## config.mk

```make
export PLATFORM = sky130hd
export DESIGN_NAME = proc_seq_flat
export DESIGN_NICKNAME = d
export VERILOG_FILES = /design/src/rtl/proc_seq_pkg.sv /design/src/rtl/proc_seq_if.sv /design/src/rtl/proc_seq_slot_timer.sv /design/src/rtl/proc_seq.sv /design/src/flat_wrapper.sv
export SDC_FILE = /design/constraint.sdc
export NUM_CORES = 1
export LEC_CHECK = 0
export CAP_MARGIN = 40
export CORE_UTILIZATION = 40
export CTS_CLUSTER_DIAMETER = 40
export CTS_CLUSTER_SIZE = 14
export DETAILED_ROUTE_END_ITERATION = 16
export MAX_ROUTING_LAYER = met4
export SLEW_MARGIN = 25
export SYNTH_ARGS = -nofsm -noshare
export SYNTH_HDL_FRONTEND = slang
export SYNTH_SLANG_ARGS = --single-unit
export TNS_END_PERCENT = 30
```

## constraint.sdc

```tcl
create_clock -name clk -period 7.6 [get_ports clk]
set_input_delay 1.52 -clock clk [delete_from_list [all_inputs] [get_ports clk]]
set_output_delay 1.52 -clock clk [all_outputs]
set_load 0.02 [all_outputs]
```

## src/rtl/proc_seq_pkg.sv

```systemverilog
// Shared definitions for the byte-serial processor sequencer and its arbiter:
// opcodes, FSM encoding, region layout.
package proc_pkg;

  localparam int MAX_INST  = 28;
  localparam int INST_BASE = 0;
  localparam int OPND_BASE = MAX_INST;
  localparam int RSLT_BASE = 5 * MAX_INST;

  typedef enum logic [1:0] {
    OP_LOAD  = 2'b00,
    OP_ADD   = 2'b01,
    OP_STORE = 2'b10,
    OP_HALT  = 2'b11
  } opcode_t;

  typedef enum logic [3:0] {
    S_IDLE, S_FETCH, S_DECODE,
    S_RD0, S_RD1, S_RD2, S_RD3,
    S_WR_REQ, S_WR0, S_WR1, S_WR2, S_WR3,
    S_HALTED
  } state_t;

endpackage

```

## src/rtl/proc_seq_if.sv

```systemverilog
// Sequencer <-> BRAM arbiter request/address/data bundle.
interface proc_seq_if;
  logic       r_inst;
  logic       r_bram;
  logic       r_processor;
  logic [7:0] address_out;
  logic [7:0] p_data_out;
  logic [7:0] p_data_in;

  modport master (output r_inst, r_bram, r_processor, address_out, p_data_out,
                  input  p_data_in);
  modport slave  (input  r_inst, r_bram, r_processor, address_out, p_data_out,
                  output p_data_in);
endinterface

```

## src/rtl/proc_seq_slot_timer.sv

```systemverilog
// Divide-by-4 phase counter; slot_tick marks the clk edge where phase goes 1->2.
module slot_timer (
  input  logic clk,
  input  logic rst_n,
  output logic slot_tick
);
  logic [1:0] phase;

  always_ff @(posedge clk or negedge rst_n) begin
    if (!rst_n) phase <= 2'd0;
    else        phase <= phase + 2'd1;
  end

  assign slot_tick = (phase == 2'd1);
endmodule

```

## src/rtl/proc_seq.sv

```systemverilog
// Byte-serial processor sequencer feeding the BRAM arbiter, one step per 4-clk slot.
// Build option: PROC_SAT_EN makes ADD saturate on carry instead of wrapping.
module proc_seq
  import proc_pkg::*;
(
  input  logic              clk,
  input  logic              rst_n,
  input  logic              start,
  proc_seq_if.master        bus,
  output logic [31:0]       acc,
  output logic [7:0]        pc,
  output logic              done,
  output logic              ovf
);
  // state    | meaning
  // IDLE     | waiting for start
  // FETCH    | r_inst, address = pc
  // DECODE   | r_bram, address = pc, instruction byte captured
  // RD0-RD3  | operand byte k captured, address = idx
  // WR_REQ   | r_processor, address = idx
  // WR0-WR3  | acc byte k on p_data_out
  // HALTED   | done, sticky until reset

  localparam logic [7:0] PC_LAST = 8'(MAX_INST - 1);

  logic        slot_tick;
  state_t      state, state_nx;
  logic [7:0]  inst, inst_nx;
  logic [23:0] opnd, opnd_nx;
  logic [31:0] acc_nx;
  logic [7:0]  pc_nx;
  logic        ovf_nx;
  logic [32:0] sum;
  logic        last;
  logic        r_inst_q, r_bram_q, r_proc_q;
  logic [7:0]  addr_q, pdo_q;
  logic        r_inst_nx, r_bram_nx, r_proc_nx;
  logic [7:0]  addr_nx, pdo_nx;

  slot_timer u_slot_timer (.clk(clk), .rst_n(rst_n), .slot_tick(slot_tick));

  always_comb begin
    state_nx = state;
    inst_nx  = inst;
    opnd_nx  = opnd;
    acc_nx   = acc;
    pc_nx    = pc;
    ovf_nx   = ovf;
    sum      = {1'b0, acc} + {1'b0, bus.p_data_in, opnd};
    last     = (pc == PC_LAST);
    unique case (state)
      S_IDLE:   if (start && !done) state_nx = S_FETCH;
      S_FETCH:  state_nx = S_DECODE;
      S_DECODE: begin inst_nx = bus.p_data_in; state_nx = S_RD0; end
      S_RD0:    begin opnd_nx[7:0]   = bus.p_data_in; state_nx = S_RD1; end
      S_RD1:    begin opnd_nx[15:8]  = bus.p_data_in; state_nx = S_RD2; end
      S_RD2:    begin opnd_nx[23:16] = bus.p_data_in; state_nx = S_RD3; end
      S_RD3: begin
        case (opcode_t'(inst[7:6]))
          OP_LOAD, OP_ADD: begin
            if (inst[7:6] == OP_LOAD) begin
              acc_nx = {bus.p_data_in, opnd};
            end else begin
              acc_nx = sum[31:0];
`ifdef PROC_SAT_EN
              if (sum[32]) acc_nx = 32'hFFFF_FFFF;
`endif
              if (sum[32]) ovf_nx = 1'b1;
            end
            // the last instruction slot ends the program rather than wrapping
            if (last) state_nx = S_HALTED;
            else begin pc_nx = pc + 8'd1; state_nx = S_FETCH; end
          end
          OP_STORE: state_nx = S_WR_REQ;
          OP_HALT:  state_nx = S_HALTED;
        endcase
      end
      S_WR_REQ: state_nx = S_WR0;
      S_WR0:    state_nx = S_WR1;
      S_WR1:    state_nx = S_WR2;
      S_WR2:    state_nx = S_WR3;
      S_WR3: begin
        if (last) state_nx = S_HALTED;
        else begin pc_nx = pc + 8'd1; state_nx = S_FETCH; end
      end
      S_HALTED: state_nx = S_HALTED;
      default:  state_nx = S_IDLE;
    endcase
  end

  // Outputs are derived from the next state so they register on the same boundary.
  always_comb begin
    r_inst_nx = (state_nx == S_FETCH);
    r_bram_nx = (state_nx == S_DECODE);
    r_proc_nx = (state_nx == S_WR_REQ);
    addr_nx   = 8'd0;
    pdo_nx    = 8'd0;
    case (state_nx)
      S_FETCH, S_DECODE:                   addr_nx = pc_nx;
      S_RD0, S_RD1, S_RD2, S_RD3, S_WR_REQ: addr_nx = {2'b00, inst_nx[5:0]};
      S_WR0: begin addr_nx = {2'b00, inst_nx[5:0]}; pdo_nx = acc_nx[7:0];   end
      S_WR1: begin addr_nx = {2'b00, inst_nx[5:0]}; pdo_nx = acc_nx[15:8];  end
      S_WR2: begin addr_nx = {2'b00, inst_nx[5:0]}; pdo_nx = acc_nx[23:16]; end
      S_WR3: begin addr_nx = {2'b00, inst_nx[5:0]}; pdo_nx = acc_nx[31:24]; end
      default: ;
    endcase
  end

  always_ff @(posedge clk or negedge rst_n) begin
    if (!rst_n) begin
      state    <= S_IDLE;
      inst     <= 8'd0;
      opnd     <= 24'd0;
      acc      <= 32'd0;
      pc       <= 8'd0;
      ovf      <= 1'b0;
      done     <= 1'b0;
      r_inst_q <= 1'b0;
      r_bram_q <= 1'b0;
      r_proc_q <= 1'b0;
      addr_q   <= 8'd0;
      pdo_q    <= 8'd0;
    end else if (slot_tick) begin
      state    <= state_nx;
      inst     <= inst_nx;
      opnd     <= opnd_nx;
      acc      <= acc_nx;
      pc       <= pc_nx;
      ovf      <= ovf_nx;
      done     <= (state_nx == S_HALTED);
      r_inst_q <= r_inst_nx;
      r_bram_q <= r_bram_nx;
      r_proc_q <= r_proc_nx;
      addr_q   <= addr_nx;
      pdo_q    <= pdo_nx;
    end
  end

  assign bus.r_inst      = r_inst_q;
  assign bus.r_bram      = r_bram_q;
  assign bus.r_processor = r_proc_q;
  assign bus.address_out = addr_q;
  assign bus.p_data_out  = pdo_q;
endmodule

```

## src/flat_wrapper.sv

```systemverilog
// flat-port wrapper written by rule: the top's interface ports become plain ports
module proc_seq_flat import proc_pkg::*;
  (clk, rst_n, start, acc, pc, done, ovf, bus_r_inst, bus_r_bram, bus_r_processor, bus_address_out, bus_p_data_out, bus_p_data_in);
  proc_seq_if bus_i ();
  input  logic clk;
  input  logic rst_n;
  input  logic start;
  output logic [31:0] acc;
  output logic [7:0] pc;
  output logic done;
  output logic ovf;
  output wire logic [$bits(bus_i.r_inst)-1:0] bus_r_inst;
  output wire logic [$bits(bus_i.r_bram)-1:0] bus_r_bram;
  output wire logic [$bits(bus_i.r_processor)-1:0] bus_r_processor;
  output wire logic [$bits(bus_i.address_out)-1:0] bus_address_out;
  output wire logic [$bits(bus_i.p_data_out)-1:0] bus_p_data_out;
  input wire logic [$bits(bus_i.p_data_in)-1:0] bus_p_data_in;
  assign bus_r_inst = bus_i.r_inst;
  assign bus_r_bram = bus_i.r_bram;
  assign bus_r_processor = bus_i.r_processor;
  assign bus_address_out = bus_i.address_out;
  assign bus_p_data_out = bus_i.p_data_out;
  assign bus_i.p_data_in = bus_p_data_in;
  proc_seq u_core (.clk(clk), .rst_n(rst_n), .start(start), .bus(bus_i), .acc(acc), .pc(pc), .done(done), .ovf(ovf));
endmodule
```

# Word-level counts from Yosys, hierarchy flattened
# Cells that the tools add are included.
[totals] reg_bits=99 romBits=0 inputBits=11 ramBits=0 latch_bits=0 n_memories=0
[op_classes] reduce_logical=12 n_div=0 eq_ne=29 bitwise=1 n_lt_le_gt_ge=0 n_mux=13 n_addsub=3 n_mul=0 shift=0
[ops] cell="2-to-1 mux 32 bit" n=3
[ops] cell="case mux 4 bit (13 select lines)" n=1
[ops] cell="== test 4 bit, second input constant" n=10
[ops] cell="adder 32 x 32 -> 33 bit" n=1
[ops] cell="== test 4 x 3 -> 1 bit, second input constant" n=8
[ops] cell="case mux 8 bit (2 select lines)" n=2
[ops] cell="case mux 8 bit (4 select lines)" n=1
[ops] cell="== test 4 x 2 -> 1 bit, second input constant" n=4
[ops] cell="2-to-1 mux 8 bit" n=2
[ops] cell="case mux 4 bit (3 select lines)" n=1
[ops] cell="OR reduction 9 bit" n=1
[ops] cell="adder 8 x 1 -> 8 bit, second input constant" n=1
[ops] cell="== test 4 x 1 -> 1 bit, second input constant" n=2
[ops] cell="== test 8 x 5 -> 1 bit, second input constant" n=1
[ops] cell="2-to-1 mux 4 bit" n=2
[ops] cell="AND reduction 2 bit" n=4
[ops] cell="2-to-1 mux 6 bit" n=1
[ops] cell="AND reduction 5 bit" n=1
[ops] cell="== test 2 x 1 -> 1 bit, second input constant" n=2
[ops] cell="== test 2 bit, second input constant" n=2
[ops] cell="zero test 4 bit" n=1
[ops] cell="OR reduction 2 bit" n=2
[ops] cell="adder 2 x 1 -> 2 bit, second input constant" n=1
[ops] cell="zero test 2 bit" n=1
[ops] cell="other kinds (3)" n=3

# Longest topological paths before layout
[depth] depth_word=7 depth_mapped=10 mapped_depth_nobuf=10

# Modules after synthesis
# A second synthesis with hierarchy kept.
[hier_totals] hier_cells=695 hier_area_um2=6521.3
[modules_own_cells] module="proc_seq" cells_each=689 area_each_um2=6447.4 instances=1 seq_area_each_um2=2427.3
[modules_own_cells] module="slot_timer" cells_each=6 area_each_um2=73.8 instances=1 seq_area_each_um2=50.0

# Least setup slack after synthesis
# No wires, ideal clock.
[synth_path] path_kind="input to register" startpoint="input port bus_p_data_in[1]" endpoint="register u_core.ovf" stages=10 path_buffers=1 path_slack_ns=4.316 arrival_ns=3.160 cell_sequence="ha_1 > clkbuf_1 > a21o_1 > a21o_1 > a221oi_1 > o21ai_0 > o21ai_1 > a21oi_1 > a211oi_1 > o21bai_1"
[synth_between] elab_chain_len=2
[synth_lines] element="start, declared" line_no="flat_wrapper.sv:17" source="input wire logic [$bits(bus_i.p_data_in)-1:0] bus_p_data_in;"
[synth_lines] element="adder 32 x 32 -> 33 bit" line_no="proc_seq.sv:49" source="sum = {1'b0, acc} + {1'b0, bus.p_data_in, opnd};"
[synth_lines] element="AND reduction 5 bit (no source line)"
[synth_lines] element="end signal, assigned" line_no="proc_seq.sv:129" source="ovf <= ovf_nx;"
[synth_lines] element="end, declared" line_no="proc_seq.sv:13" source="output logic ovf"
# Every way passes these cells.
# A chain may end at the register's enable or synchronous reset.

# Final worst setup path
# Ends and elaborated chain as after synthesis.

==> metrics.yaml <==
endpoint_kind: "flop"
cts_tree: "yes"
dp_hpwl_um: 14500
p_leak_uw: 0.00340
dr.pass1.iters: 4
htree_num_levels: 3
synth_top_area_share: 0.380
ant_nets: 0
via_per_inst: 5.77
async_flop_share: 1.00
startpoint: "bus_p_data_in[1]"
post_synth_mux_area_share: 0.0964
drt_iter0_drc: 474
slowest_stage: "clkdlybuf4s50_1"
drv_cap: 0
wl_met1_um: 9480
die_h_um: 130
numPortBuffers: 71
nFillCells: 1582
wl_per_cell_um: 20.1
cp_common_cell: "a21o_1"
crit_path_max_fanout: 9
seqCellArea_um2: 2480
yosysWarningCount: 0
worst_clock_skew_ns: 0.0112
cpLargestDelayFamily: "compound AO/OA/AOI/OAI gates"
area_delta_synth_final_pct: 18.6
startpoint_type: "input port"
clk_pin_slew_ns: 0.08
yosysMostFrequentCell: "dfrtp_1"
rsz0062_at_grt: "false"
grt_pass1_wl_um: 31400
die_area_um2: 16800
worstSetupPathType: "in2reg"
drv_slew: 0
ir_drop_v: 0.000179
fin_area_um2: 7730
wl_met2_um: 9210
antenna_found_initial: 0
route.detailed.drc: 0
multi_input_area_um2: 3820
clock-sinks: 99
fmax_mhz: 269
fp.dieW_um: 130
r2r-start: "u_core.acc[0]"
synth-edff-count: 0
core_um2: 15900
ys.flop_type: "dfrtp_1"
cts-resized-gates: 0
synthTopCellsByCount: "99 x dfrtp_1, 73 x a21oi_1, 73 x nand2_1, 66 x nor2_1, 46 x o21ai_0"
syn-num-nets: 762
hold_path.class: "reg2reg"
fin_crit_sh: 0.489
fin_tns_setup_ns: 0
grt_pass1_vias: 5468
synth_top_family_by_area: "compound AO/OA/AOI/OAI gates"
overflow: 0
grt_max_degree: 60
syn_area_um2: 6520
hold_path_startpoint: "u_core.u_slot_timer.phase[0]"
report.power.total_uw: 3530
cts_setup_buffers: 0
crit_arrival_ns: 3.96
gp_congestion: 0.912
status: "finished, final reports clean"
synthCells: 716
post_synth.cell_area_avg_um2: 9.10
setup_viol: 0
worstPathRequired_ns: 7.84
cts-root-buf: "clkbuf_16"
drive_gt1_frac: 0.113
tightest_slew_ns: 0.754
num_rows: 46
cts_buffer_depth: 2
path_buf_inv: 1
place_area_um2: 7390
slew_headroom: 0.497
grt_usage: 0.257
synth-seq-cells: 99
start_util: 0.410
cts_hold_buffers: 0
wl_met3_um: 876
p_per_area_nw_per_um2: 457
yosysTopAreaCell: "dfrtp_1"
crit_path_cell_trace: "clkdlybuf4s50_1 -> ha_1 -> a21o_1 -> a21o_1 -> a221oi_1 -> o21ai_0 -> o21ai_1 -> a21oi_1 -> a211oi_1 -> o21bai_1"
synth_area_leaders: "dfrtp_1 38%, mux2_2 6.6%, ha_1 6.5%, a21oi_1 5.6%, nand2_1 4.2%"
layout.nets: 819
clk_latency_ns: 0.36
cts_buffers: 9
vias: 5731
boundaryPins: 72
top_layer_used: "met4"
synth_xor_area_frac: 0.0444
final.min_clock_period_ns: 3.72
synth_compound_area_frac: 0.222
synthAdderAreaFrac: 0.0684
synth_cell_types: 78
drt_wl_total_um: 20000
hold_violations: 0
num_antenna_cells: 0
synthSimpleGateAreaFrac: 0.156
cpPeakStageDelay_ns: 0.58
ys_seq_area_frac: 0.380
## through the flow
step,setup slack (ns),hold slack (ns),std cells,utilization
2_1_floorplan,4.32,0.401,716,-
3_3_place_gp,3.54,0.411,972,0.464
3_5_place_dp,3.49,0.416,974,0.465
4_1_cts,3.85,0.426,990,0.483
5_1_grt,3.63,0.447,994,0.487
6_report,3.88,0.423,994,0.487
## kinds of logic (layout without fill, tap and decap cells)
| kind of cell | after synthesis | in the layout |
|---|---|---|
| AOI/OAI and AO/OA | 226 | 226 |
| xor gates and xnor gates | 33 | 33 |
| adders and majority gates | 35 | 35 |
| buffers and inverters | 49 | 111 |
| DFF | 99 | 99 |
| muxes | 58 | 58 |
| and+or+nand+nor | 216 | 216 |
## registers in the layout, indices dropped and copies added, names as in the netlist
register and cells:
u_core.acc 32, u_core.bus.address_out 8, u_core.bus.p_data_out 8, u_core.bus.r_bram 1, u_core.bus.r_inst 1, u_core.bus.r_processor 1, u_core.done 1, u_core.inst 8
u_core.opnd 24, u_core.ovf 1, u_core.pc 8, u_core.state 4, u_core.u_slot_timer.phase 2
## path summary, 6_finish.rpt
path | end | slack (ns) | cells past startpoint
worst max register to register | u_core.acc[24] | 4.45 | 10
worst min-delay path | u_core.u_slot_timer.phase[0] | 0.42 | 1
min in group asynchronous | u_core.acc[2] | 1.15 | 1
worst max-delay path | u_core.ovf | 3.88 | 10
worst min register to register | u_core.u_slot_timer.phase[0] | 0.42 | 1
max in group asynchronous | u_core.ovf | 5.48 | 3
## final cells by class
type                            instances  share of cell area
Multi-Input combinational cell        568               0.494
Inverter                               12             0.00583
Tap cell                              216              0.0350
Clock buffer                            9              0.0291
Clock inverter                          7             0.00761
Timing Repair Buffer                   83               0.107
Sequential cell                        99               0.320
## cells in the final DEF, fill, tap and decap left out, types with 9 or more instances in the layout
| cell | netlist | routed |
|---|---|---|
| nand2_1 | 73 | 73 |
| inv_1 | 12 | 12 |
| a31oi_1 | 12 | 12 |
| dfrtp_1 | 99 | 99 |
| a21o_1 | 23 | 23 |
| clkdlybuf4s50_1 | 0 | 70 |
| o21ai_0 | 46 | 46 |
| nor3_1 | 9 | 9 |
| buf_4 | 3 | 9 |
| a21oi_1 | 73 | 73 |
| xnor2_1 | 21 | 21 |
| nand3_1 | 13 | 13 |
| mux2i_1 | 20 | 20 |
| ha_1 | 34 | 34 |
| clkbuf_16 | 0 | 9 |
| xor2_1 | 12 | 12 |
| mux2_2 | 38 | 38 |
| nor2_1 | 66 | 66 |
## where the power goes
part           internal, µW  total (µW)  switching, µW
registers               711         959            248
clock network           229         461            232
logic                   925        2110           1180
total                  1860        3530           1660
## routing by layer
| metal | track usage | vias to the layer above |
|---|---|---|
| li1 | - | 2746 |
| met1 | 0.351 | 2799 |
| met2 | 0.396 | 156 |
| met3 | 0.0273 | 30 |
| met4 | 0.0917 | 0 |
| met5 | - | - |
(Power assumes the default switching activity.)
